### src/rtl/comparator_pkg.sv
// Shared definitions for the serial magnitude comparator: FSM state type and
// elaboration helpers that derive the chunk count and chunk-index width.
package comparator_pkg;

   typedef enum logic [1:0] {
      IDLE = 2'd0,
      RUN  = 2'd1,
      DONE = 2'd2
   } cmp_state_t;

   // Number of CHUNK-bit slices in a WIDTH-bit operand.
   function automatic int nchunk(input int width, input int chunk);
      return width / chunk;
   endfunction

   // Width of the chunk index counter; never narrower than one bit.
   function automatic int idx_width(input int n);
      return (n > 1) ? $clog2(n) : 1;
   endfunction

endpackage

### src/rtl/comparator_serial_chunk.sv
// One CHUNK-bit slice compare. With flip_msb set, both MSBs are inverted so an
// unsigned compare of the slice orders two's-complement values correctly.
module comparator_chunk #(
   parameter int CHUNK = 4
) (
   input  logic [CHUNK-1:0] a_c,
   input  logic [CHUNK-1:0] b_c,
   input  logic             flip_msb,
   output logic             c_eq,
   output logic             c_gt
);

   logic [CHUNK-1:0] w_a_m;
   logic [CHUNK-1:0] w_b_m;

   // Optional sign-bit inversion followed by a plain unsigned compare.
   always_comb begin
      w_a_m            = a_c;
      w_b_m            = b_c;
      w_a_m[CHUNK-1]   = a_c[CHUNK-1] ^ flip_msb;
      w_b_m[CHUNK-1]   = b_c[CHUNK-1] ^ flip_msb;
      c_eq             = (w_a_m == w_b_m);
      c_gt             = (w_a_m >  w_b_m);
   end

endmodule

### src/rtl/comparator_serial.sv
// Multi-cycle WIDTH-bit magnitude comparator. Operands are captured on an
// input handshake, then compared CHUNK bits per cycle from the top slice down,
// stopping at the first differing slice. The eq/gt/lt result is offered on an
// output handshake and held until taken.
module comparator_serial
   import comparator_pkg::*;
#(
   parameter int WIDTH = 32,
   parameter int CHUNK = 4
) (
   input  logic             clk,
   input  logic             rst_n,
   input  logic             in_valid,
   output logic             in_ready,
   input  logic [WIDTH-1:0] a,
   input  logic [WIDTH-1:0] b,
   input  logic             signed_mode,
   output logic             out_valid,
   input  logic             out_ready,
   output logic             eq,
   output logic             gt,
   output logic             lt
);

   localparam int               NCHUNK  = nchunk(WIDTH, CHUNK);
   localparam int               IDX_W   = idx_width(NCHUNK);
   localparam logic [IDX_W-1:0] IDX_TOP = IDX_W'(NCHUNK - 1);

   generate
      if ((CHUNK < 1) || (CHUNK > WIDTH) || ((WIDTH % CHUNK) != 0)) begin : g_param_check
         $error("comparator_serial: WIDTH must be a non-zero multiple of CHUNK");
      end
   endgenerate

   cmp_state_t       r_state;
   cmp_state_t       w_next_state;
   logic [WIDTH-1:0] r_a;
   logic [WIDTH-1:0] r_b;
   logic             r_signed;
   logic [IDX_W-1:0] r_idx;
   logic             r_eq;
   logic             r_gt;
   logic             r_lt;

   logic [CHUNK-1:0] w_a_c;
   logic [CHUNK-1:0] w_b_c;
   logic             w_flip;
   logic             w_c_eq;
   logic             w_c_gt;
   logic             w_last;

   // Select the slice under examination; only the top slice sees the sign flip.
   always_comb begin
      w_a_c  = r_a[r_idx*CHUNK +: CHUNK];
      w_b_c  = r_b[r_idx*CHUNK +: CHUNK];
      w_flip = r_signed && (r_idx == IDX_TOP);
      w_last = (r_idx == '0);
   end

   comparator_chunk #(
      .CHUNK(CHUNK)
   ) u_chunk (
      .a_c      (w_a_c),
      .b_c      (w_b_c),
      .flip_msb (w_flip),
      .c_eq     (w_c_eq),
      .c_gt     (w_c_gt)
   );

   // State register.
   always_ff @(posedge clk or negedge rst_n) begin
      if (!rst_n) begin
         r_state <= IDLE;
      end else begin
         r_state <= w_next_state;
      end
   end

   // Next-state logic: accept in IDLE, walk slices in RUN, hold in DONE until taken.
   always_comb begin
      w_next_state = r_state;
      case (r_state)
         IDLE:    if (in_valid)            w_next_state = RUN;
         RUN:     if (!w_c_eq || w_last)   w_next_state = DONE;
         DONE:    if (out_ready)           w_next_state = IDLE;
         default:                          w_next_state = IDLE;
      endcase
   end

   // Operand capture, slice index walk and result registers.
   always_ff @(posedge clk or negedge rst_n) begin
      if (!rst_n) begin
         r_a      <= '0;
         r_b      <= '0;
         r_signed <= 1'b0;
         r_idx    <= '0;
         r_eq     <= 1'b0;
         r_gt     <= 1'b0;
         r_lt     <= 1'b0;
      end else begin
         case (r_state)
            IDLE: begin
               if (in_valid) begin
                  r_a      <= a;
                  r_b      <= b;
                  r_signed <= signed_mode;
                  r_idx    <= IDX_TOP;
               end
            end
            RUN: begin
               if (!w_c_eq) begin
                  r_eq <= 1'b0;
                  r_gt <= w_c_gt;
                  r_lt <= !w_c_gt;
               end else if (w_last) begin
                  r_eq <= 1'b1;
                  r_gt <= 1'b0;
                  r_lt <= 1'b0;
               end else begin
                  r_idx <= r_idx - IDX_W'(1);
               end
            end
            default: begin
            end
         endcase
      end
   end

   // Moore outputs only; nothing combinational from inputs.
   always_comb begin
      in_ready  = (r_state == IDLE);
      out_valid = (r_state == DONE);
      eq        = r_eq;
      gt        = r_gt;
      lt        = r_lt;
   end

endmodule

### config.mk
export PLATFORM = sky130hd
export DESIGN_NAME = comparator_serial
export DESIGN_NICKNAME = d
export VERILOG_FILES = /design/src/rtl/comparator_pkg.sv /design/src/rtl/comparator_serial_chunk.sv /design/src/rtl/comparator_serial.sv
export SDC_FILE = /design/constraint.sdc
export NUM_CORES = 1
export LEC_CHECK = 0
export ABC_AREA = 1
export ABC_CLOCK_PERIOD_IN_PS = 4400
export CORE_ASPECT_RATIO = 0.6
export CORE_MARGIN = 2
export CORE_UTILIZATION = 50
export DETAILED_ROUTE_END_ITERATION = 7
export PLACE_DENSITY = 0.89
export SKIP_LAST_GASP = 1
export SLEW_MARGIN = 30
export SYNTH_ARGS = -nofsm -noshare
export SYNTH_HDL_FRONTEND = slang
export SYNTH_HIERARCHICAL = 1
export SYNTH_SLANG_ARGS = --single-unit
### constraint.sdc
create_clock -name clk -period 4.4 [get_ports clk]
set_input_delay 0.66 -clock clk [delete_from_list [all_inputs] [get_ports clk]]
set_output_delay 0.66 -clock clk [all_outputs]
set_load 0.02 [all_outputs]
# Yosys cells after proc, flatten, opt, wreduce, memory -nomap -nowiden
# Cells that the tools add are included.
# totals
word_cells	48
inputBits	69
regBits	73
out_inout_bits	5
# op_classes
n_reduce_logical	11
shifts	2
eq_ne	10
add_sub_neg	1
muxes	13
magnitude_cmp	1
n_bitwise	2
# op_table
op	count
$shiftx A32 B6 Y4	2
$mux W3	3
$ne A2 B2 Y1 const B	4
$mux W2	3
$pmux W2 S3	1
$pmux W3 S2	1
$mux W1	5
$eq A4 B4 Y1	1
$gt A4 B4 Y1	1
$ne A2 B1 Y1 const B	2
$reduce_and A2 Y1	2
$reduce_and A4 Y1	1
$eq A3 B3 Y1 const B	1
$logic_not A3 Y1	1
$reduce_and A3 Y1	1
$sub A3 B1 Y3 const B	1
$eq A2 B1 Y1 const B	1
$eq A2 B2 Y1 const B	1
$logic_not A1 Y1	2
$logic_not A2 Y1	1
$reduce_bool A2 Y1	1
$xor A1 B1 Y1	2
$logic_and A1 B1 Y1	1
$logic_or A1 B1 Y1	1

# Logic depth before layout (Yosys ltp)
# logic_depth
depth_word	8
ltp_mapped	17
ltp_nobuf	15

# Cells and area by module
# Netlist, hierarchy kept.
# by_module_without_submodules
module	area_per_inst_um2	cells_each	seq_area_each_um2	instances
comparator_serial	3847.4	471	1826.8	1
comparator_chunk	136.4	20	0.0	1

# Worst setup path after synthesis
# No wires, ideal clock.
# synth_path
path_kind	register to register
startpoint	register r_idx[0]
endpoint	register r_idx[0]
slack_ps	2301
required_time_ps	4335
stages_incl_launch_ff	17
n_path_buf	2
t_arrival_ps	2034
setup_ps	65
period_less_slack_ps	2099
cell_sequence	dfrtp_1 buf_2 inv_2 buf_2 nand2_1 nand3_1 nand2_1 nand2_1 nand2_1 xor2_1 ha_1 nand2_2 nor2_2 nand3_1 nand2_1 nand2_1 nand2_1
# synth_lines
element	line	source
from (decl)	comparator_serial.sv:40	logic [IDX_W-1:0] r_idx;
from (signal assigned)	comparator_serial.sv:120	r_idx <= r_idx - IDX_W'(1);
$shiftx A32 B6 Y4	comparator_serial.sv:54	w_a_c = r_a[r_idx*CHUNK +: CHUNK];
via w_a_c[3]	comparator_serial.sv:45	logic [CHUNK-1:0] w_a_c;
$xor A1 B1 Y1	comparator_serial_chunk.sv:20	w_a_m[CHUNK-1] = a_c[CHUNK-1] ^ flip_msb;
$eq A4 B4 Y1	comparator_serial_chunk.sv:22	c_eq = (w_a_m == w_b_m);
via w_c_eq	comparator_serial.sv:48	logic w_c_eq;
$ne A2 B2 Y1 (no line)	n/a	
$reduce_and A4 Y1 (no line)	n/a	
# The timed path passes the listed nets, and every way through them passes these cells. The select of a mux whose other input is x is not followed.
# A chain may end at the register's enable or synchronous reset.

# Final worst setup path
# layout_path
startpoint	register r_idx[1]
endpoint	register r_idx[1]
# Same word-level chain as after synthesis.

==> summary.md <==
| Metric | Value |
|---|---|
| Most common cell after layout, fill and taps aside | `nand2_1` |
| Setup crit end kind | `register` |
| Area Overhead vs Synth | `25.0%` |
| Yosys warns | `6` |
| Min Tclk post-route | `~2700 ps` |
| RePlAce Congestion | `about 0.9` |
| Final worst setup slack | `~1700 ps` |
| Final Hold Slack | `around 300 ps` |
| HP Class | `in2async` |
| Antenna diode count | `0` |
| Drt pass-1 iters | `5` |
| Syn Nets | `between 500 and 600` |
| Met2 GRT Util | `32.7%` |
| Synth area leaders | `dfrtp_1, a21oi_2, nand2_1` |
| Most frequent cells in the layout | `nand2_1, dfrtp_1, clkdlybuf4s50_1` |
| Die Width | `between 100 and 150 µm` |
| Tightest Pin Transition | `around 630 ps` |
| Max Cap Viol | `0` |
| Critical Path Start Type | `register` |
| H-tree depth | `3` |
| Required @ worst endpoint | `roughly 4700 ps` |
| Status | `finished, final reports clean` |
| M1 GR Usage | `30.6%` |
| Row cnt | `25` |
| Skew-Pair Late Insertion Delay | `around 330 ps` |
| Final setup violation count | `0` |
| CP Class | `reg2reg` |
| Share of cells above drive strength 1 | `17.4%` |
| Vias in the first global route | `between 3k and 4k` |
| Die Area | `approximately 8700 µm²` |
| Remaining antenna violation count after routing | `0` |
| CTS max path bufs | `2` |
| Worst-path clk slew | `roughly 50 ps` |
| Final hold violation count | `0` |
| Initial antenna violation count | `0` |
| DRT Wirelength | `8.81 mm` |
| DRC viols | `0` |
| FILL cells | `approximately 610` |
| Post-synthesis cell count | `roughly 490` |
| M3 GR Usage | `under 10%` |
| Routed WL per cell | `between 10 and 15 µm` |
| CTS resizes | `0` |
| First-pass GRT wire length | `14.8 mm` |
| Power, Total | `about 3.7 mW` |
| Data arrival, critical path | `2970 ps` |
| Setup bufs post-CTS | `0` |
| Total track usage | `between 20% and 30%` |
| Clock Skew | `between 4 and 5 ps` |
| Core area | `7790 µm²` |
| #FFs+latches synth | `between 70 and 80` |
| Largest net degree at the start of global routing | `between 100 and 150` |
| Share of the synthesized area in the top cell type | `between 40% and 50%` |
| Largest area contributor in the netlist | `dfrtp_1` |
| Worst rel slew slack | `58.2%` |
| Final #Nets | `between 600 and 700` |
| CTS tree | `done` |
| Ports | `between 70 and 80` |
| Cell Pwr Density | `750 nW/µm²` |
| Busiest layer in global routing | `met2` |
| DPL Wire Length | `6.11 mm` |
| Critical Path Fanout Max | `19` |
| Clk sink count | `73` |
| Synthesized area per cell | `8.11 µm²` |
| Vias per cell | `about 5` |
| Synthesized cell area | `between 3000 and 4000 µm²` |
| Final Cycle Share | `around three fifths` |
| Non-Filler Instances | `around 670` |
| Starting DRC count in detailed routing | `300` |
| CTS root buffer | `clkbuf_16` |
| Die extent in y | `roughly 73 µm` |
| Setup TNS | `0 ps` |
| Pleak | `2.46 nW` |
| Initial Util | `between 50% and 60%` |
| Post-synthesis sequential area ratio | `a little under half` |
| Placed cells | `between 600 and 700` |
| Worst VDD drop | `between 500 and 600 µV` |
| Dpl ws | `1730 ps` |
| Grt ovf | `0` |
| Hold-fix buffers, CTS | `0` |
| RSZ-0062 raised after global routing | `no` |
| Vias | `3271` |
| Yosys cell types | `23` |
| PortBufs | `73` |
| R2R depth | `13` |
| Fmax | `between 300 and 400 MHz` |
| Pins Over Slew Limit | `0` |
| CTS Buf Count | `9` |
==> stage by stage <==
step / cell area, µm² / utilization, %
finish: 4980 / 63.9
floorplan: 3980 / -
CTS: 4950 / 63.5
detailed placement: 4690 / 60.2
global route: 4980 / 63.9
global placement: 4690 / 60.2
==> path summary, 6_finish.rpt <==
path | from | to | slack (ps)
worst max-delay path | r_idx[1]$_DFFE_PN0P_ | r_idx[1]$_DFFE_PN0P_ | 1690
max in group asynchronous | rst_n | r_idx[0]$_DFFE_PN0P_ | 3280
min in group clk | gt$_DFFE_PN0P_ | gt$_DFFE_PN0P_ | 500
worst min-delay path | rst_n | r_a[21]$_DFFE_PN0P_ | 300
worst max register to register | r_idx[1]$_DFFE_PN0P_ | r_idx[1]$_DFFE_PN0P_ | 1690
worst min register to register | gt$_DFFE_PN0P_ | gt$_DFFE_PN0P_ | 500
==> layer usage <==
layer / vias to the layer above / share of wire [%]
met4: 0 / 1.5
met3: 17 / 7.5
li1: 1623 / -
met1: 1503 / 47
met5: - / 0
met2: 128 / 44
==> report_power, final <==
part | switching (mW) | internal, mW
Combinational | 1.23 | 0.718
Clock | 0.261 | 0.389
Sequential | 0.147 | 0.992
Total | 1.63 | 2.10
==> cell families (layout without fill, tap and decap cells) <==
| group | Yosys count | in the layout | synth area share, % |
|---|---|---|---|
| XOR/XNOR | 3 | 3 | 0.660 |
| AND/OR/NAND/NOR | 237 | 237 | 24.5 |
| flip-flops | 73 | 73 | 45.9 |
| adder cells (fa/ha/maj) | 7 | 7 | 2.20 |
| AO/OA/AOI/OAI | 70 | 70 | 15.0 |
| buffers and inverters | 101 | 167 | 11.7 |
==> registers in the layout, indices dropped and copies added, names as in the netlist <==
| register | cells |
|---|---|
| r_a | 32 |
| r_b | 32 |
| r_idx | 3 |
| r_state | 2 |
| eq | 1 |
| gt | 1 |
| lt | 1 |
| r_signed | 1 |
==> area by class of cell <==
cell class | count | area (µm²) | share of cell area (%)
clock buffers | 11 | 243 | 4.88
clock inverters | 4 | 20.0 | 0.402
inverters | 76 | 285 | 5.73
multi-input cells | 317 | 1700 | 34.1
flip-flops and latches | 73 | 1830 | 36.7
well taps | 108 | 135 | 2.71
repair buffers | 76 | 771 | 15.5
==> cells in the mapped netlist <==
| library cell | number |
|---|---|
| buf_6 | 6 |
| buf_8 | 2 |
| inv_1 | 70 |
| a21oi_1 | 1 |
| dfrtp_1 | 73 |
| clkinv_1 | 1 |
| a21oi_2 | 65 |
| inv_2 | 5 |
| o21ai_1 | 2 |
| o31ai_1 | 1 |
| nand2_4 | 1 |
| nand3_1 | 37 |
| xnor2_1 | 2 |
| buf_2 | 17 |
| nor2_2 | 3 |
| nand2_2 | 3 |
| o21a_1 | 1 |
| xor2_1 | 1 |
| nor2_1 | 65 |
| nor2_4 | 2 |
| or2_1 | 1 |
| nand2_1 | 125 |
| ha_1 | 7 |
==> worst max-delay path: stages, from the launching register on <==
cell and delay (ps):
dfrtp_1 740, inv_2 300, nand3_1 160, nand2_1 60, nand2_1 50, nand2_1 80, xor2_1 150, ha_1 320
nand2_2 70, nor2_2 210, nand3_1 190, nand2_1 170, nand2_1 80, nand2_1 70
Power figures use the tool's default switching activity.
